File: src/rtl/rf_pkg.sv
// Shared types and constants for the register-file writeback arbiter.
package rf_pkg;

    localparam int unsigned NumRegs  = 32;
    localparam int unsigned RegAddrW = 5;

    // Load result formatting applied by the register-file write port
    typedef enum logic [2:0] {
        FMT_W  = 3'd0,
        FMT_B  = 3'd1,
        FMT_H  = 3'd2,
        FMT_BU = 3'd3,
        FMT_HU = 3'd4
    } ld_fmt_e;

    // Which side won the most recent contended arbitration
    typedef enum logic {
        GrantAlu = 1'b0,
        GrantLd  = 1'b1
    } grant_e;

endpackage

File: src/rtl/rf_wb_arbiter_if.sv
// Writeback request bundle: ALU and load handshakes into the arbiter.
// Signal suffixes are from the arbiter's point of view.
interface rf_wb_arbiter_if
    import rf_pkg::*;
#(
    parameter int unsigned Width = 32
) ();

    logic                alu_valid_i;
    logic                alu_ready_o;
    logic [RegAddrW-1:0] alu_rd_i;
    logic [Width-1:0]    alu_data_i;

    logic                ld_valid_i;
    logic                ld_ready_o;
    logic [RegAddrW-1:0] ld_rd_i;
    logic [Width-1:0]    ld_data_i;
    ld_fmt_e             ld_fmt_i;

    modport slave (
        input  alu_valid_i, alu_rd_i, alu_data_i,
        input  ld_valid_i, ld_rd_i, ld_data_i, ld_fmt_i,
        output alu_ready_o, ld_ready_o
    );

    modport master (
        output alu_valid_i, alu_rd_i, alu_data_i,
        output ld_valid_i, ld_rd_i, ld_data_i, ld_fmt_i,
        input  alu_ready_o, ld_ready_o
    );

endinterface

File: src/rtl/wb_fifo.sv
// Small synchronous FIFO holding pending load writebacks.
// Depth must be a power of two so the pointers wrap naturally.
module wb_fifo #(
    parameter int unsigned Width = 8,
    parameter int unsigned Depth = 2,
    localparam int unsigned PtrW = $clog2(Depth),
    localparam int unsigned CntW = $clog2(Depth) + 1
) (
    input  logic             clk_i,
    input  logic             rst_i,
    input  logic             push_i,
    input  logic [Width-1:0] wdata_i,
    input  logic             pop_i,
    output logic [Width-1:0] rdata_o,
    output logic [CntW-1:0]  count_o,
    output logic             full_o,
    output logic             empty_o
);

    logic [Width-1:0] mem_q [Depth];
    logic [PtrW-1:0]  wr_ptr_q, wr_ptr_d;
    logic [PtrW-1:0]  rd_ptr_q, rd_ptr_d;
    logic [CntW-1:0]  count_q, count_d;

    assign full_o  = (count_q == CntW'(Depth));
    assign empty_o = (count_q == '0);
    assign count_o = count_q;
    assign rdata_o = mem_q[rd_ptr_q];

    // Next pointers and occupancy; push+pop together leaves count unchanged
    always_comb begin
        wr_ptr_d = wr_ptr_q;
        rd_ptr_d = rd_ptr_q;
        count_d  = count_q;
        if (push_i) begin
            wr_ptr_d = wr_ptr_q + PtrW'(1);
        end
        if (pop_i) begin
            rd_ptr_d = rd_ptr_q + PtrW'(1);
        end
        if (push_i && !pop_i) begin
            count_d = count_q + CntW'(1);
        end else if (!push_i && pop_i) begin
            count_d = count_q - CntW'(1);
        end
    end

    // Pointer and count state
    always_ff @(posedge clk_i) begin
        if (rst_i) begin
            wr_ptr_q <= '0;
            rd_ptr_q <= '0;
            count_q  <= '0;
        end else begin
            wr_ptr_q <= wr_ptr_d;
            rd_ptr_q <= rd_ptr_d;
            count_q  <= count_d;
        end
    end

    // Storage; contents are don't-care while the slot is not occupied
    always_ff @(posedge clk_i) begin
        if (push_i) begin
            mem_q[wr_ptr_q] <= wdata_i;
        end
    end

endmodule

File: src/rtl/rf_wb_arbiter.sv
// Register-file writeback arbiter: merges an unbuffered ALU path and a
// buffered load path onto one RF write port, and tracks loads in flight
// so decode can detect read-after-load hazards.
module rf_wb_arbiter
    import rf_pkg::*;
#(
    parameter int unsigned Width   = 32,
    parameter int unsigned LdDepth = 2,
    localparam int unsigned CntW   = $clog2(LdDepth) + 1
) (
    input  logic                clk_i,
    input  logic                rst_i,
    rf_wb_arbiter_if.slave      wb,
    input  logic                ld_issue_i,
    input  logic [RegAddrW-1:0] ld_issue_rd_i,
    input  logic [RegAddrW-1:0] ra_i,
    input  logic [RegAddrW-1:0] rb_i,
    output logic                hazard_a_o,
    output logic                hazard_b_o,
    output logic                rf_we_o,
    output logic [RegAddrW-1:0] rf_rw_o,
    output logic [Width-1:0]    rf_wdata_o,
    ld_fmt_e                    rf_fmt_o,
    output logic [CntW-1:0]     ld_count_o
);

    localparam int unsigned EntW = Width + RegAddrW + 3;

    logic [EntW-1:0]     fifo_wdata;
    logic [EntW-1:0]     fifo_rdata;
    logic                fifo_full;
    logic                fifo_empty;
    logic                fifo_push;

    logic [Width-1:0]    head_data;
    logic [RegAddrW-1:0] head_rd;
    ld_fmt_e             head_fmt;

    logic                alu_cand;
    logic                ld_cand;
    logic                grant_alu;
    logic                grant_ld;
    grant_e              last_grant_q, last_grant_d;

    logic [NumRegs-1:0]  pending_q, pending_d;

    logic                rf_we_q, rf_we_d;
    logic [RegAddrW-1:0] rf_rw_q, rf_rw_d;
    logic [Width-1:0]    rf_wdata_q, rf_wdata_d;
    ld_fmt_e             rf_fmt_q, rf_fmt_d;

    assign fifo_wdata = {wb.ld_fmt_i, wb.ld_rd_i, wb.ld_data_i};
    assign fifo_push  = wb.ld_valid_i & wb.ld_ready_o;

    assign head_data = fifo_rdata[Width-1:0];
    assign head_rd   = fifo_rdata[Width +: RegAddrW];
    assign head_fmt  = ld_fmt_e'(fifo_rdata[Width + RegAddrW +: 3]);

    wb_fifo #(
        .Width (EntW),
        .Depth (LdDepth)
    ) u_ld_fifo (
        .clk_i   (clk_i),
        .rst_i   (rst_i),
        .push_i  (fifo_push),
        .wdata_i (fifo_wdata),
        .pop_i   (grant_ld),
        .rdata_o (fifo_rdata),
        .count_o (ld_count_o),
        .full_o  (fifo_full),
        .empty_o (fifo_empty)
    );

    // Arbitration: full FIFO wins a tie, otherwise alternate on contention
    always_comb begin
        grant_alu    = 1'b0;
        grant_ld     = 1'b0;
        last_grant_d = last_grant_q;
        alu_cand     = wb.alu_valid_i & ~rst_i;
        ld_cand      = ~fifo_empty & ~rst_i;
        if (alu_cand && ld_cand) begin
            if (fifo_full || (last_grant_q == GrantAlu)) begin
                grant_ld = 1'b1;
            end else begin
                grant_alu = 1'b1;
            end
            last_grant_d = grant_ld ? GrantLd : GrantAlu;
        end else begin
            grant_alu = alu_cand;
            grant_ld  = ld_cand;
        end
    end

    assign wb.alu_ready_o = grant_alu;
    assign wb.ld_ready_o  = ~rst_i & ~fifo_full;

    // Next RF write port value; rd==0 completes the transfer without a write
    always_comb begin
        rf_we_d    = 1'b0;
        rf_rw_d    = rf_rw_q;
        rf_wdata_d = rf_wdata_q;
        rf_fmt_d   = rf_fmt_q;
        if (grant_alu) begin
            rf_we_d    = (wb.alu_rd_i != '0);
            rf_rw_d    = wb.alu_rd_i;
            rf_wdata_d = wb.alu_data_i;
            rf_fmt_d   = FMT_W;
        end else if (grant_ld) begin
            rf_we_d    = (head_rd != '0);
            rf_rw_d    = head_rd;
            rf_wdata_d = head_data;
            rf_fmt_d   = head_fmt;
        end
    end

    // Pending-load scoreboard; a same-cycle issue to the retiring reg wins
    always_comb begin
        pending_d = pending_q;
        if (grant_ld) begin
            pending_d[head_rd] = 1'b0;
        end
        if (ld_issue_i && (ld_issue_rd_i != '0)) begin
            pending_d[ld_issue_rd_i] = 1'b1;
        end
    end

    // Arbiter, scoreboard and RF port registers
    always_ff @(posedge clk_i) begin
        if (rst_i) begin
            last_grant_q <= GrantLd;
            pending_q    <= '0;
            rf_we_q      <= 1'b0;
            rf_rw_q      <= '0;
            rf_wdata_q   <= '0;
            rf_fmt_q     <= FMT_W;
        end else begin
            last_grant_q <= last_grant_d;
            pending_q    <= pending_d;
            rf_we_q      <= rf_we_d;
            rf_rw_q      <= rf_rw_d;
            rf_wdata_q   <= rf_wdata_d;
            rf_fmt_q     <= rf_fmt_d;
        end
    end

    assign rf_we_o    = rf_we_q;
    assign rf_rw_o    = rf_rw_q;
    assign rf_wdata_o = rf_wdata_q;
    assign rf_fmt_o   = rf_fmt_q;

    // Read hazard: load still outstanding, or being written this cycle
    always_comb begin
        hazard_a_o = (ra_i != '0) & (pending_q[ra_i] | (rf_we_q & (rf_rw_q == ra_i)));
        hazard_b_o = (rb_i != '0) & (pending_q[rb_i] | (rf_we_q & (rf_rw_q == rb_i)));
    end

endmodule

File: src/flat_wrapper.sv
// flat-port wrapper written by rule: the top's interface ports become plain ports
module rf_wb_arbiter_flat import rf_pkg::*;
#(
    parameter int unsigned Width   = 32,
    parameter int unsigned LdDepth = 2,
    localparam int unsigned CntW   = $clog2(LdDepth) + 1
)
  (clk_i, rst_i, ld_issue_i, ld_issue_rd_i, ra_i, rb_i, hazard_a_o, hazard_b_o, rf_we_o, rf_rw_o, rf_wdata_o, rf_fmt_o, ld_count_o, wb_alu_valid_i, wb_alu_rd_i, wb_alu_data_i, wb_ld_valid_i, wb_ld_rd_i, wb_ld_data_i, wb_ld_fmt_i, wb_alu_ready_o, wb_ld_ready_o);
  rf_wb_arbiter_if #(.Width(Width)) wb_i ();
  input  logic clk_i;
  input  logic rst_i;
  input  logic ld_issue_i;
  input  logic [RegAddrW-1:0] ld_issue_rd_i;
  input  logic [RegAddrW-1:0] ra_i;
  input  logic [RegAddrW-1:0] rb_i;
  output logic hazard_a_o;
  output logic hazard_b_o;
  output logic rf_we_o;
  output logic [RegAddrW-1:0] rf_rw_o;
  output logic [Width-1:0] rf_wdata_o;
  output ld_fmt_e rf_fmt_o;
  output logic [CntW-1:0] ld_count_o;
  input wire logic [$bits(wb_i.alu_valid_i)-1:0] wb_alu_valid_i;
  input wire logic [$bits(wb_i.alu_rd_i)-1:0] wb_alu_rd_i;
  input wire logic [$bits(wb_i.alu_data_i)-1:0] wb_alu_data_i;
  input wire logic [$bits(wb_i.ld_valid_i)-1:0] wb_ld_valid_i;
  input wire logic [$bits(wb_i.ld_rd_i)-1:0] wb_ld_rd_i;
  input wire logic [$bits(wb_i.ld_data_i)-1:0] wb_ld_data_i;
  input wire logic [$bits(wb_i.ld_fmt_i)-1:0] wb_ld_fmt_i;
  output wire logic [$bits(wb_i.alu_ready_o)-1:0] wb_alu_ready_o;
  output wire logic [$bits(wb_i.ld_ready_o)-1:0] wb_ld_ready_o;
  assign wb_i.alu_valid_i = wb_alu_valid_i;
  assign wb_i.alu_rd_i = wb_alu_rd_i;
  assign wb_i.alu_data_i = wb_alu_data_i;
  assign wb_i.ld_valid_i = wb_ld_valid_i;
  assign wb_i.ld_rd_i = wb_ld_rd_i;
  assign wb_i.ld_data_i = wb_ld_data_i;
  assign wb_i.ld_fmt_i = wb_ld_fmt_i;
  assign wb_alu_ready_o = wb_i.alu_ready_o;
  assign wb_ld_ready_o = wb_i.ld_ready_o;
  rf_wb_arbiter #(.Width(Width), .LdDepth(LdDepth)) u_core (.clk_i(clk_i), .rst_i(rst_i), .wb(wb_i), .ld_issue_i(ld_issue_i), .ld_issue_rd_i(ld_issue_rd_i), .ra_i(ra_i), .rb_i(rb_i), .hazard_a_o(hazard_a_o), .hazard_b_o(hazard_b_o), .rf_we_o(rf_we_o), .rf_rw_o(rf_rw_o), .rf_wdata_o(rf_wdata_o), .rf_fmt_o(rf_fmt_o), .ld_count_o(ld_count_o));
endmodule
File: config.mk
export PLATFORM = sky130hd
export DESIGN_NAME = rf_wb_arbiter_flat
export DESIGN_NICKNAME = d
export VERILOG_FILES = /design/src/rtl/rf_pkg.sv /design/src/rtl/rf_wb_arbiter_if.sv /design/src/rtl/wb_fifo.sv /design/src/rtl/rf_wb_arbiter.sv /design/src/flat_wrapper.sv
export SDC_FILE = /design/constraint.sdc
export NUM_CORES = 1
export LEC_CHECK = 0
export BUFFER_PORTS_ARGS = -buffer_cell sky130_fd_sc_hd__clkbuf_2
export CAP_MARGIN = 25
export CORE_MARGIN = 5
export CORE_UTILIZATION = 48
export DETAILED_ROUTE_END_ITERATION = 16
export MAX_ROUTING_LAYER = met4
export PLACE_DENSITY = 0.73
export SYNTH_ARGS = -nofsm -noshare
export SYNTH_HDL_FRONTEND = slang
export SYNTH_SLANG_ARGS = --single-unit
File: constraint.sdc
create_clock -name clk_i -period 4.04 [get_ports clk_i]
set_input_delay 0.404 -clock clk_i [delete_from_list [all_inputs] [get_ports clk_i]]
set_output_delay 0.404 -clock clk_i [all_outputs]
set_load 0.005 [all_outputs]
* After elaboration in Yosys (flattened, before gate mapping)
Memory sizes are Yosys's and may differ from the RTL's. A register that Yosys moved wholly into a read port is not among the register bits.
Index checks and enable logic that the tools add are counted.
** Storage, ports and cells
- Flip-flop bits (word level) :: 78
- RAM bits :: 80
- Output and inout port bits :: 47
- Logic and storage cells :: 86
- Memories kept :: 1
** Memory list
- u_core.u_ld_fifo.mem_q :: words 2, bits a word 40, rd ports 1, clocked after Yosys merged registers in 1, wr ports 1, RTL line wb_fifo.sv:20 : logic [Width-1:0] mem_q [Depth];
** Operators by class
- Add/sub/neg operators :: 4
- Magnitude comparators :: 6
- Equal/unequal tests :: 3
- Muxes and demuxes :: 28
- Bitwise gates (word level) :: 17
- Reductions and logical operators :: 18
** Operators with widths (count)
- $mux 32 :: 4
- $and 32x32->32 :: 1
- $not 32->32 :: 1
- $or 32x32->32 :: 1
- $reduce_bool 5->1 :: 5
- $lt 5x6->1 const B :: 4
- $mux 1 :: 16
- $bmux 1 s5 :: 2
- $demux 1 s5 :: 2
- $eq 5x5->1 :: 2
- $ge 5x1->1 const B :: 2
- $mux 5 :: 2
- $and 1x1->1 :: 8
- $logic_and 1x1->1 :: 6
- $mux 2 :: 2
- $not 1->1 :: 4
- $reduce_bool 2->1 :: 2
- $add 1x1->1 const B :: 2
- $add 2x1->2 const B :: 1
- $eq 2x2->1 const B :: 1
- $logic_not 1->1 :: 2
- $logic_not 2->1 :: 1
- $or 1x1->1 :: 2
- $reduce_or 2->1 :: 1
- 2 further kinds :: 2

* Depth between registers and ports, before layout
- Depth after elaboration :: 9
- Gate-level depth with buffers :: 9
- Gate-level depth less buffers :: 8

* By module
A second synthesis with hierarchy kept.
** Unflattened totals
- Cells, all modules :: 618
- Area total of the unflattened synthesis :: 6932.9 um2
** Modules (own cells, without submodules)
- rf_wb_arbiter :: instances 1, cells each 472, area each 3852.4 um2, seq. area each 1481.4 um2
- wb_fifo :: instances 1, cells each 146, area each 3080.5 um2, seq. area each 2502.4 um2

* Least setup slack after synthesis
Ideal clock, no wire load.
- Path type :: input to register
- Start :: in rst_i
- End :: mem u_core.u_ld_fifo.mem_q[0][0] (netlist name) (enable)
- Library setup time :: 0.437 ns
- Data arrival time :: 2.626 ns
- Path slack :: 0.976 ns
- Stages on the path :: 4
- Buffers on the path :: 1
- Path through :: clkbuf_1 a21oi_1 nand2_1 nor2_1
** Between the ends
- Word-level cells in the longest chain between the ends :: 5
** RTL lines
- start, declared :: RTL line flat_wrapper.sv:11 : input logic rst_i;
- $not 1->1 :: RTL line rf_wb_arbiter.sv:95 : assign wb.ld_ready_o = ~rst_i & ~fifo_full;
- $and 1x1->1 :: RTL line rf_wb_arbiter.sv:95
- named net wb_ld_ready_o :: RTL line flat_wrapper.sv:31 : output wire logic [$bits(wb_i.ld_ready_o)-1:0] wb_ld_ready_o;
- $and 1x1->1 :: RTL line rf_wb_arbiter.sv:53 : assign fifo_push = wb.ld_valid_i & wb.ld_ready_o;
- $mux 1 :: RTL line wb_fifo.sv:63 : if (push_i) begin
- $mux 1 (not written as such) :: RTL line wb_fifo.sv:64 : mem_q[wr_ptr_q] <= wdata_i;
- end, declared :: RTL line wb_fifo.sv:20
The timed path passes the listed nets, and every way through them passes these cells.

* Final worst setup path
- Start :: reg u_core.pending_q[1]
- End :: out hazard_a_o
** Between the ends
- Word-level cells in the longest chain between the ends :: 4
** RTL lines
- start, declared :: RTL line rf_wb_arbiter.sv:45 : logic [NumRegs-1:0] pending_q, pending_d;
- start signal, assigned :: RTL line rf_wb_arbiter.sv:138 : pending_q <= pending_d;
- $bmux 1 s5 :: RTL line rf_wb_arbiter.sv:153 : hazard_a_o = (ra_i != '0) & (pending_q[ra_i] | (rf_we_q & (rf_rw_q == ra_i)));
- $mux 1 (not written as such) :: RTL line rf_wb_arbiter.sv:153
- $or 1x1->1 :: RTL line rf_wb_arbiter.sv:153
- $and 1x1->1 :: RTL line rf_wb_arbiter.sv:153
- end, declared :: RTL line flat_wrapper.sv:16 : output logic hazard_a_o;
Every way passes these cells. The select of a mux whose other input is x is not followed.

==> out/qor.yml <==
finish:
  nets: 857
  final_cell_area_um2: 8358
  drive_above_1_share_pct: 24.61
  area_growth_pct: 20.86
  instances_no_fill: 954
power_and_ir_drop:
  p_leak_nw: 3.211
  irDropWorstVdd_v: 0.0004098
  powerDensity_nw_per_um2: 550.1
global_route:
  grt_use_met3_pct: 6.263
  grt_pass1_vias: 5492
  antenna_found_initial: 2
  grt_pass1_wl_mm: 27.43
  gr-usage-all-layers_pct: 21.53
  top_usage_layer: "met2"
  gr-total-overflow: 0
  grt_use_met1_pct: 26.49
  grt_max_degree: 59
  grt_util_met2_pct: 33.77
logic_synthesis:
  yosysSeqAreaShare_pct: 57.61
  synth_area_um2: 6915
  async_flop_share_pct: 0
  yosysMostFrequentCell: "nand2_1"
  ys.warnings.count: 0
  synth_top_area_share_pct: 34.74
  synth_area_leaders: "edfxtp_1 35%, dfxtp_1 23%, mux2i_1 8.1%"
  netlist.top_cell.by_area: "edfxtp_1"
  synth_common_cells: "113 x nand2_1, 80 x edfxtp_1, 79 x dfxtp_1"
  syn_inst: 633
  yosysUniqueCellTypes: 43
  postSynthRegisterBits: 159
  synth_edf_count: 80
  avgSynthCellArea_um2: 10.92
  syn-num-nets: 731
  synth_ff_type: "edfxtp_1"
sta:
  max-slew-margin-rel_pct: 31.12
  setup-violations-final: 0
  final.setup.tns_ns: 0
  hold_viol: 0
  timing.final.crit_period_ns: 2.714
  fmax_mhz: 368.5
  skew_ns: 0.005863
  rsz0062_at_grt: "false"
  fin_ws_ns: 1.326
  worstMarginPinSlew_ns: 1.031
  finalMaxSlewViolations: 0
  fin_crit_sh_pct: 67.17
drt:
  dr.pass1.iters: 5
  vias: 5466
  ant_nets: 0
  wirelength_mm: 17.34
  drt_iter0_markers: 496
  drc: 0
  vias_per_cell: 5.730
  wl_per_cell_um: 18.17
job:
  cap_violations: 0
critical_path:
  cp-end-kind: "output pin"
  start_kind: "flip-flop"
  rrSetupSlack_ns: 1.66
  cp_max_fo: 3
  required_ns: 3.64
  crit_type: "reg2out"
  reg2reg_depth: 6
  crit_arrival_ns: 2.31
clocking:
  cts_sinks: 159
  cts_tree: "yes"
  cts_buffers: 17
  htreeDepth: 4
  ctsHoldBuffers: 0
  post_cts.resized_instances: 0
  clkTransAtPathRegs_ns: 0.06
  cts_root_buffer: "clkbuf_16"
  insertion_delay_ns: 0.43
  cts_setup_buffers: 0
  cts_buffer_depth: 2
placed_design:
  dp_hpwl_mm: 12.24
  place_inst: 920
  io_buffers: 143
  placed_area_um2: 7767
  gp_congestion: 0.9190
  place_ws_ns: 1.347
die:
  die_area_um2: 16910
  core_area_um2: 13990
  die_height_um: 130.0
  initial_utilization_pct: 49.44
  pin_count: 144
  std_cell_rows: 43
  die_w_um: 130.0
status:
  status: "complete, no violations"
worst_hold_path:
  holdPathStages: 1
  min_path_type: "in2reg"
[logic make-up after synthesis]
| kind of cell | count (synthesis) | share of synthesized area [%] |
|---|---|---|
| buf+inv | 49 | 2.931 |
| mux | 70 | 12.72 |
| compound gates | 158 | 13.50 |
| flops | 159 | 57.61 |
| xor+xnor | 14 | 1.773 |
| fa+ha+maj | 1 | 0.1809 |
| simple gates | 182 | 11.29 |
[layout by cell type (no fill, tap or decap), drive strengths merged, types with 2 or more instances in the layout]
master,Yosys,layout
xnor2,3,3
nand2b,8,8
nand3b,2,2
clkinv,0,2
mux2i,56,56
a21oi,73,73
or4,2,2
nor4,2,2
xor2,11,11
dfxtp,79,79
nand3,12,12
nor3,5,5
nand2,113,113
inv,7,9
nor2b,3,3
o211ai,37,37
nand4,3,3
mux2,2,2
a22oi,2,2
clkinvlp,0,2
diode,0,2
buf,14,6
bufinv,0,2
clkbuf,28,167
edfxtp,80,80
mux4,12,12
a311o,2,2
nor2,25,25
a2111oi,3,3
o21ai,34,34
and3,2,2
[worst paths after layout]
check                                     start                                      to
max              u_core.pending_q[1]$_SDFF_PP0_                              hazard_a_o
min                             wb_ld_data_i[8]  u_core.u_ld_fifo.mem_q[1][8]$_DFFE_PP_
max reg2reg                           flip-flop          u_core.pending_q[9]$_SDFF_PP0_
min reg2reg  u_core.rf_wdata_o[15]$_SDFFE_PP0P_      u_core.rf_wdata_o[15]$_SDFFE_PP0P_
[power breakdown]
part           switching, W  total (W)  internal (W)
clock              0.000632    0.00160      0.000965
sequential         0.000143    0.00202       0.00188
combinational      0.000563   0.000976      0.000413
[stage by stage]
step	power, W	utilization [%]	hold slack (ns)
finish	0.004598	59.75	0.1630
global route	0.004807	59.75	0.1545
CTS	0.004611	59.71	0.1536
detailed placement	0.003035	55.53	0.4493
global placement	0.002985	55.33	0.4434
floorplan	0.002676	-	0.4527
[critical path, stage by stage, from the launching register on]
cell and delay [ns]:
dfxtp_1 0.34, mux4_1 0.52, mux4_2 0.46, a311o_1 0.33, o221a_2 0.12, clkbuf_2 0.11
[layout make-up]
class                   count  area, um2
diodes                      2      5.005
clock buffers              24      483.0
clock inverters             8      102.6
fillers                  1146       5630
inverters                   7      26.28
multi-input cells         425       2750
flip-flops and latches    159       3985
well taps                 180      225.2
repair buffers            149      780.7
[state kept, by name, indices dropped and copies added, names as in the netlist, named ones only]
register / flops
u_core.u_ld_fifo.wr_ptr_q: 1
u_core.rf_we_o: 1
u_core.last_grant_q: 1
u_core.rf_fmt_o: 3
u_core.u_ld_fifo.count_o: 2
u_core.pending_q: 32
u_core.u_ld_fifo.mem_q: 80
u_core.u_ld_fifo.rd_ptr_q: 1
u_core.rf_rw_o: 5
u_core.rf_wdata_o: 32
[per-layer routing]
metal  vias to the layer above  wire, um
li1                       2584         -
met1                      2635      7200
met2                       219      8533
met3                        28      1260
met4                         0       340
met5                         -         0
No activity file was read; power rests on OpenSTA's default activity.
